$ cat src/rtl/pipelined_add_sub.sv
// Pipelined ripple-carry adder/subtractor with valid/ready handshake.
// The WIDTH-bit operation is split into STAGES segments of SEG bits; stage k
// resolves bits [k*SEG +: SEG] and registers the carry for stage k+1.
// A single global enable advances or freezes the whole pipe, bubbles included.
module pipelined_add_sub #(
  parameter int unsigned WIDTH  = 32,
  parameter int unsigned STAGES = 4
) (
  input  logic             clk,
  input  logic             rst_n,
  input  logic             in_valid,
  output logic             in_ready,
  input  logic [WIDTH-1:0] a,
  input  logic [WIDTH-1:0] b,
  input  logic             sub,
  input  logic             cin,
  output logic             out_valid,
  input  logic             out_ready,
  output logic [WIDTH-1:0] sum,
  output logic             cout,
  output logic             ovf
);

  localparam int unsigned SEG = WIDTH / STAGES;

  logic en;
  logic last_valid;

  for (genvar k = 0; k < STAGES; k++) begin : g_stage
    // Operand bits still unconsumed on entry to this stage, and sum bits done after it.
    localparam int unsigned IW   = WIDTH - k * SEG;
    localparam int unsigned DONE = (k + 1) * SEG;

    logic            v_d;
    logic [IW-1:0]   a_d;
    logic [IW-1:0]   b_d;
    logic            c_d;
    logic [DONE-1:0] s_nxt;
    logic [SEG:0]    seg;

    logic            v_q;
    logic            c_q;
    logic [DONE-1:0] s_q;

    // Stage 0 captures the ports (inverting b in sub mode); later stages read the previous stage.
    if (k == 0) begin : g_in
      assign v_d   = in_valid;
      assign a_d   = a;
      assign b_d   = b ^ {WIDTH{sub}};
      assign c_d   = cin;
      assign s_nxt = seg[SEG-1:0];
    end else begin : g_link
      assign v_d   = g_stage[k-1].v_q;
      assign a_d   = g_stage[k-1].g_fwd.a_q;
      assign b_d   = g_stage[k-1].g_fwd.b_q;
      assign c_d   = g_stage[k-1].c_q;
      assign s_nxt = {seg[SEG-1:0], g_stage[k-1].s_q};
    end

    // Segment add: lowest SEG unconsumed bits plus the incoming carry.
    always_comb begin
      seg = {1'b0, a_d[SEG-1:0]} + {1'b0, b_d[SEG-1:0]} + {{SEG{1'b0}}, c_d};
    end

    // Valid, carry and completed-sum registers; all frozen when the pipe stalls.
    always_ff @(posedge clk or negedge rst_n) begin
      if (!rst_n) begin
        v_q <= 1'b0;
        c_q <= 1'b0;
        s_q <= '0;
      end else if (en) begin
        v_q <= v_d;
        c_q <= seg[SEG];
        s_q <= s_nxt;
      end
    end

    // Delay line for the operand segments later stages still need.
    if (k < STAGES - 1) begin : g_fwd
      logic [IW-SEG-1:0] a_q;
      logic [IW-SEG-1:0] b_q;

      // Shift the unconsumed upper operand bits down to the next stage.
      always_ff @(posedge clk or negedge rst_n) begin
        if (!rst_n) begin
          a_q <= '0;
          b_q <= '0;
        end else if (en) begin
          a_q <= a_d[IW-1:SEG];
          b_q <= b_d[IW-1:SEG];
        end
      end
    end

    // Signed overflow: operand signs agree but the result sign differs
    // (equivalent to carry-in XOR carry-out of the MSB).
    if (k == STAGES - 1) begin : g_last
      logic ovf_q;

      // Register the overflow flag alongside the final segment.
      always_ff @(posedge clk or negedge rst_n) begin
        if (!rst_n) begin
          ovf_q <= 1'b0;
        end else if (en) begin
          ovf_q <= (a_d[SEG-1] == b_d[SEG-1]) && (seg[SEG-1] != a_d[SEG-1]);
        end
      end
    end
  end

  assign last_valid = g_stage[STAGES-1].v_q;
  assign en         = out_ready | ~last_valid;
  assign in_ready   = en;
  assign out_valid  = last_valid;
  assign sum        = g_stage[STAGES-1].s_q;
  assign cout       = g_stage[STAGES-1].c_q;
  assign ovf        = g_stage[STAGES-1].g_last.ovf_q;

endmodule

$ cat config.mk
export PLATFORM = sky130hd
export DESIGN_NAME = pipelined_add_sub
export DESIGN_NICKNAME = d
export VERILOG_FILES = /design/src/rtl/pipelined_add_sub.sv
export SDC_FILE = /design/constraint.sdc
export NUM_CORES = 1
export LEC_CHECK = 0
export CORE_MARGIN = 10
export CORE_UTILIZATION = 25
export CTS_CLUSTER_SIZE = 28
export DETAILED_ROUTE_END_ITERATION = 6
export PLACE_DENSITY = 0.41
export SLEW_MARGIN = 0
export SYNTH_ARGS = -nofsm -noshare
export SYNTH_HDL_FRONTEND = slang
export SYNTH_SLANG_ARGS = --single-unit
$ cat constraint.sdc
create_clock -name clk -period 6.4 [get_ports clk]
set_clock_uncertainty 0.15 [all_clocks]
set_input_delay 1.28 -clock clk [delete_from_list [all_inputs] [get_ports clk]]
set_output_delay 1.28 -clock clk [all_outputs]
set_load 0.01 [all_outputs]
==> flow_metrics.tcl <==
set metrics [dict create \
    syn_inst 920 \
    core_area_um2 32700 \
    synth_top_flop_cell "dfrtp_1" \
    clock_latency_ps 440 \
    synthSimpleGateAreaFrac_pct 22.3 \
    hold_viol_final 0 \
    p_switching_w 0.00179 \
    vdd.ir_drop.worst_v 0.000196 \
    swShare_pct 36.3 \
    synth_edf_count 0 \
    drtIter0Drc 301 \
    die_h_um 202 \
    seqPwrFrac_pct 39.9 \
    hold_class "reg -> reg" \
    synth_top_area_share_pct 55.7 \
    yosysUniqueCellTypes 34 \
    synth_top_family_by_area "simple AND/OR/NAND/NOR gates" \
    grt_usage_pct 9.70 \
    synthTopCellsByCount "440 x nand2_1, 185 x dfrtp_1, 31 x o21ai_0" \
    synth-warning-count 0 \
    cts_buffers 17 \
    drtAntennaViolNets 0 \
    htreeDepth 4 \
    worstMarginPinSlew_ps 1010 \
    drt_first_pass_iters 4 \
    required_ps 4970 \
    power.internal_w 0.00315 \
    holdBufCountCts 0 \
    drt_wl_total_mm 19.1 \
    gp_congestion 0.717 \
    tns_ps 0 \
    wire_per_inst_um 13.1 \
    yosysSeqAreaShare_pct 55.7 \
    clk_pin_slew_ps 70 \
    syn_to_final_growth_pct 25.4 \
    fmax_ghz 0.260 \
    synth_area_um2 8310 \
    synth-seq-cells 185 \
    status "complete, no violations" \
    layout.nets 1111 \
    hpwl_mm 12.4 \
    fp.dieArea_um2 40900 \
    num_rows 66 \
    crit_type "in -> out" \
    synth-xor-area-share_pct 4.96 \
    clockBufferDepth 2 \
    slew_viol_final 0 \
    synthTopCellsByArea "dfrtp_1 56%, nand2_1 20%, ha_1 4.2%" \
    crit_fanout 2 \
    routed_via_density 4.12 \
    worstPathArrival_ps 2420 \
    combPwrFrac_pct 37.1 \
    synth_most_common_cell "nand2_1" \
    synthMuxAreaShare_pct 0 \
    post-route-drc-count 0 \
    vias 6017 \
    tritoncts "done" \
    utilization_pct 31.8 \
    fin_crit_ps 3850 \
    port_buffers 105 \
    grt_max_degree 225 \
    syn_nets 1026 \
    synth_fa_ha_area_share_pct 6.15 \
    fill_cells 3532 \
    synth_top_area_cell "dfrtp_1" \
    grt_pass1_vias 6154 \
    grt_setup_unrepaired "false" \
    clockPowerShare_pct 22.9 \
    num_antenna_cells 0 \
    overflow 0 \
    synth-async-reset-ratio_pct 100 \
    ios 106 \
    cts_sinks 185 \
    leakagePower_nw 4.91 \
    startpoint_type "primary input" \
    start_util_pct 25.4 \
    relSlewSlack_pct 32.6 \
    synth_compound_area_share_pct 8.03 \
    setup_violations 0 \
    cp-end-kind "output pin" \
    cap_violations 0 \
    power_density_nw_per_um2 475 \
    drive_gt1_share_pct 4.13 \
    syn_avg_cell_area_um2 9.03 \
    ctsResizeCount 0 \
    fp.dieW_um 202 \
    layout_worst_path_cycle_share_pct 60.1 \
    cts_setup_buffers 0 \
    antenna_found_initial 1 \
    grt_pass1_wl_mm 32.3 \
    clockRootBuffer "clkbuf_16" \
]
-- registers in the layout (all words and copies together), names as in the netlist --
name and flops:
sum 32, g_stage.v_q 3, g_stage.g_fwd.a_q 48, cout 1
g_stage.c_q 3, out_valid 1, g_stage.s_q 48, g_stage.g_fwd.b_q 48
ovf 1
-- cell type report --
class	instances	area [µm²]	share of cell area, %
Clock inverter	13	179	1.72
Sequential cell	185	4630	44.5
Inverter	13	51.3	0.493
Clock buffer	19	443	4.25
Timing Repair Buffer	111	1110	10.6
Multi-Input combinational cell	677	3450	33.1
Tap cell	442	553	5.31
-- worst paths after layout --
kind	cells after the start	start	slack [ps]	to
max	4	out_ready	2550	in_ready
min	1	g_stage[2].v_q	310	out_valid
max reg2reg	7	out_valid	3780	g_stage[2].c_q
min reg2reg	1	g_stage[2].v_q	310	out_valid
max in group asynchronous	2	rst_n	3920	g_stage[2].g_fwd.a_q[0]
min in group asynchronous	1	rst_n	750	g_stage[1].g_fwd.a_q[9]
-- placed cells by master, fill, tap and decap left out, types with 8 or more instances in the layout --
master and n:
o21ai_0 31, clkdlybuf4s50_1 103, nor2_1 13, inv_1 12, fa_1 8, nand2_1 440
xor2_1 18, dfrtp_1 185, clkbuf_16 17, nor3_1 12, xnor2_1 29, a21oi_1 19
ha_1 28, o21ai_1 28
-- power by group through the flow --
stage / sequential, W / clock [W] / combinational [W]
after global routing: 0.00205 / 0.00123 / 0.00214
final: 0.00197 / 0.00113 / 0.00184
after detailed placement: 0.00201 / 0 / 0.00189
after floorplan: 0.00198 / 0 / 0.00124
after global placement: 0.00200 / 0 / 0.00187
after CTS: 0.00199 / 0.00118 / 0.00190
-- routing by layer --
metal,vias to the layer above,wire length (µm),global-route usage (%)
li1,3105,-,-
met1,2817,9520,12.7
met2,70,8610,15.1
met3,23,628,2.40
met4,2,364,3.92
met5,-,12,0
-- metrics by stage --
| stage | std cells | setup slack (ps) | power [W] | cell area [µm²] | hold slack, ps |
|---|---|---|---|---|---|
| 3_3_place_gp | 1428 | 2390 | 0.00387 | 9790 | 291 |
| 5_1_grt | 1460 | 2520 | 0.00542 | 10400 | 334 |
| 6_report | 1460 | 2550 | 0.00494 | 10400 | 311 |
| 3_5_place_dp | 1428 | 2400 | 0.00390 | 9790 | 299 |
| 4_1_cts | 1460 | 2540 | 0.00507 | 10400 | 316 |
| 2_1_floorplan | 920 | 2860 | 0.00323 | 8310 | 280 |
-- critical path, cell delays in order --
cell and delay, ps:
clkdlybuf4s50_1 500, nor2b_4 60, inv_4 40, clkdlybuf4s50_1 530
-- kinds of logic (layout without fill, tap and decap cells) --
family,count (synthesis),count (layout)
and+or+nand+nor,480,480
DFF,185,185
AOI/OAI and AO/OA,114,114
adders and majority gates,36,36
xor gates and xnor gates,47,47
buffers and inverters,58,156
No activity file was read; power rests on OpenSTA's default activity.
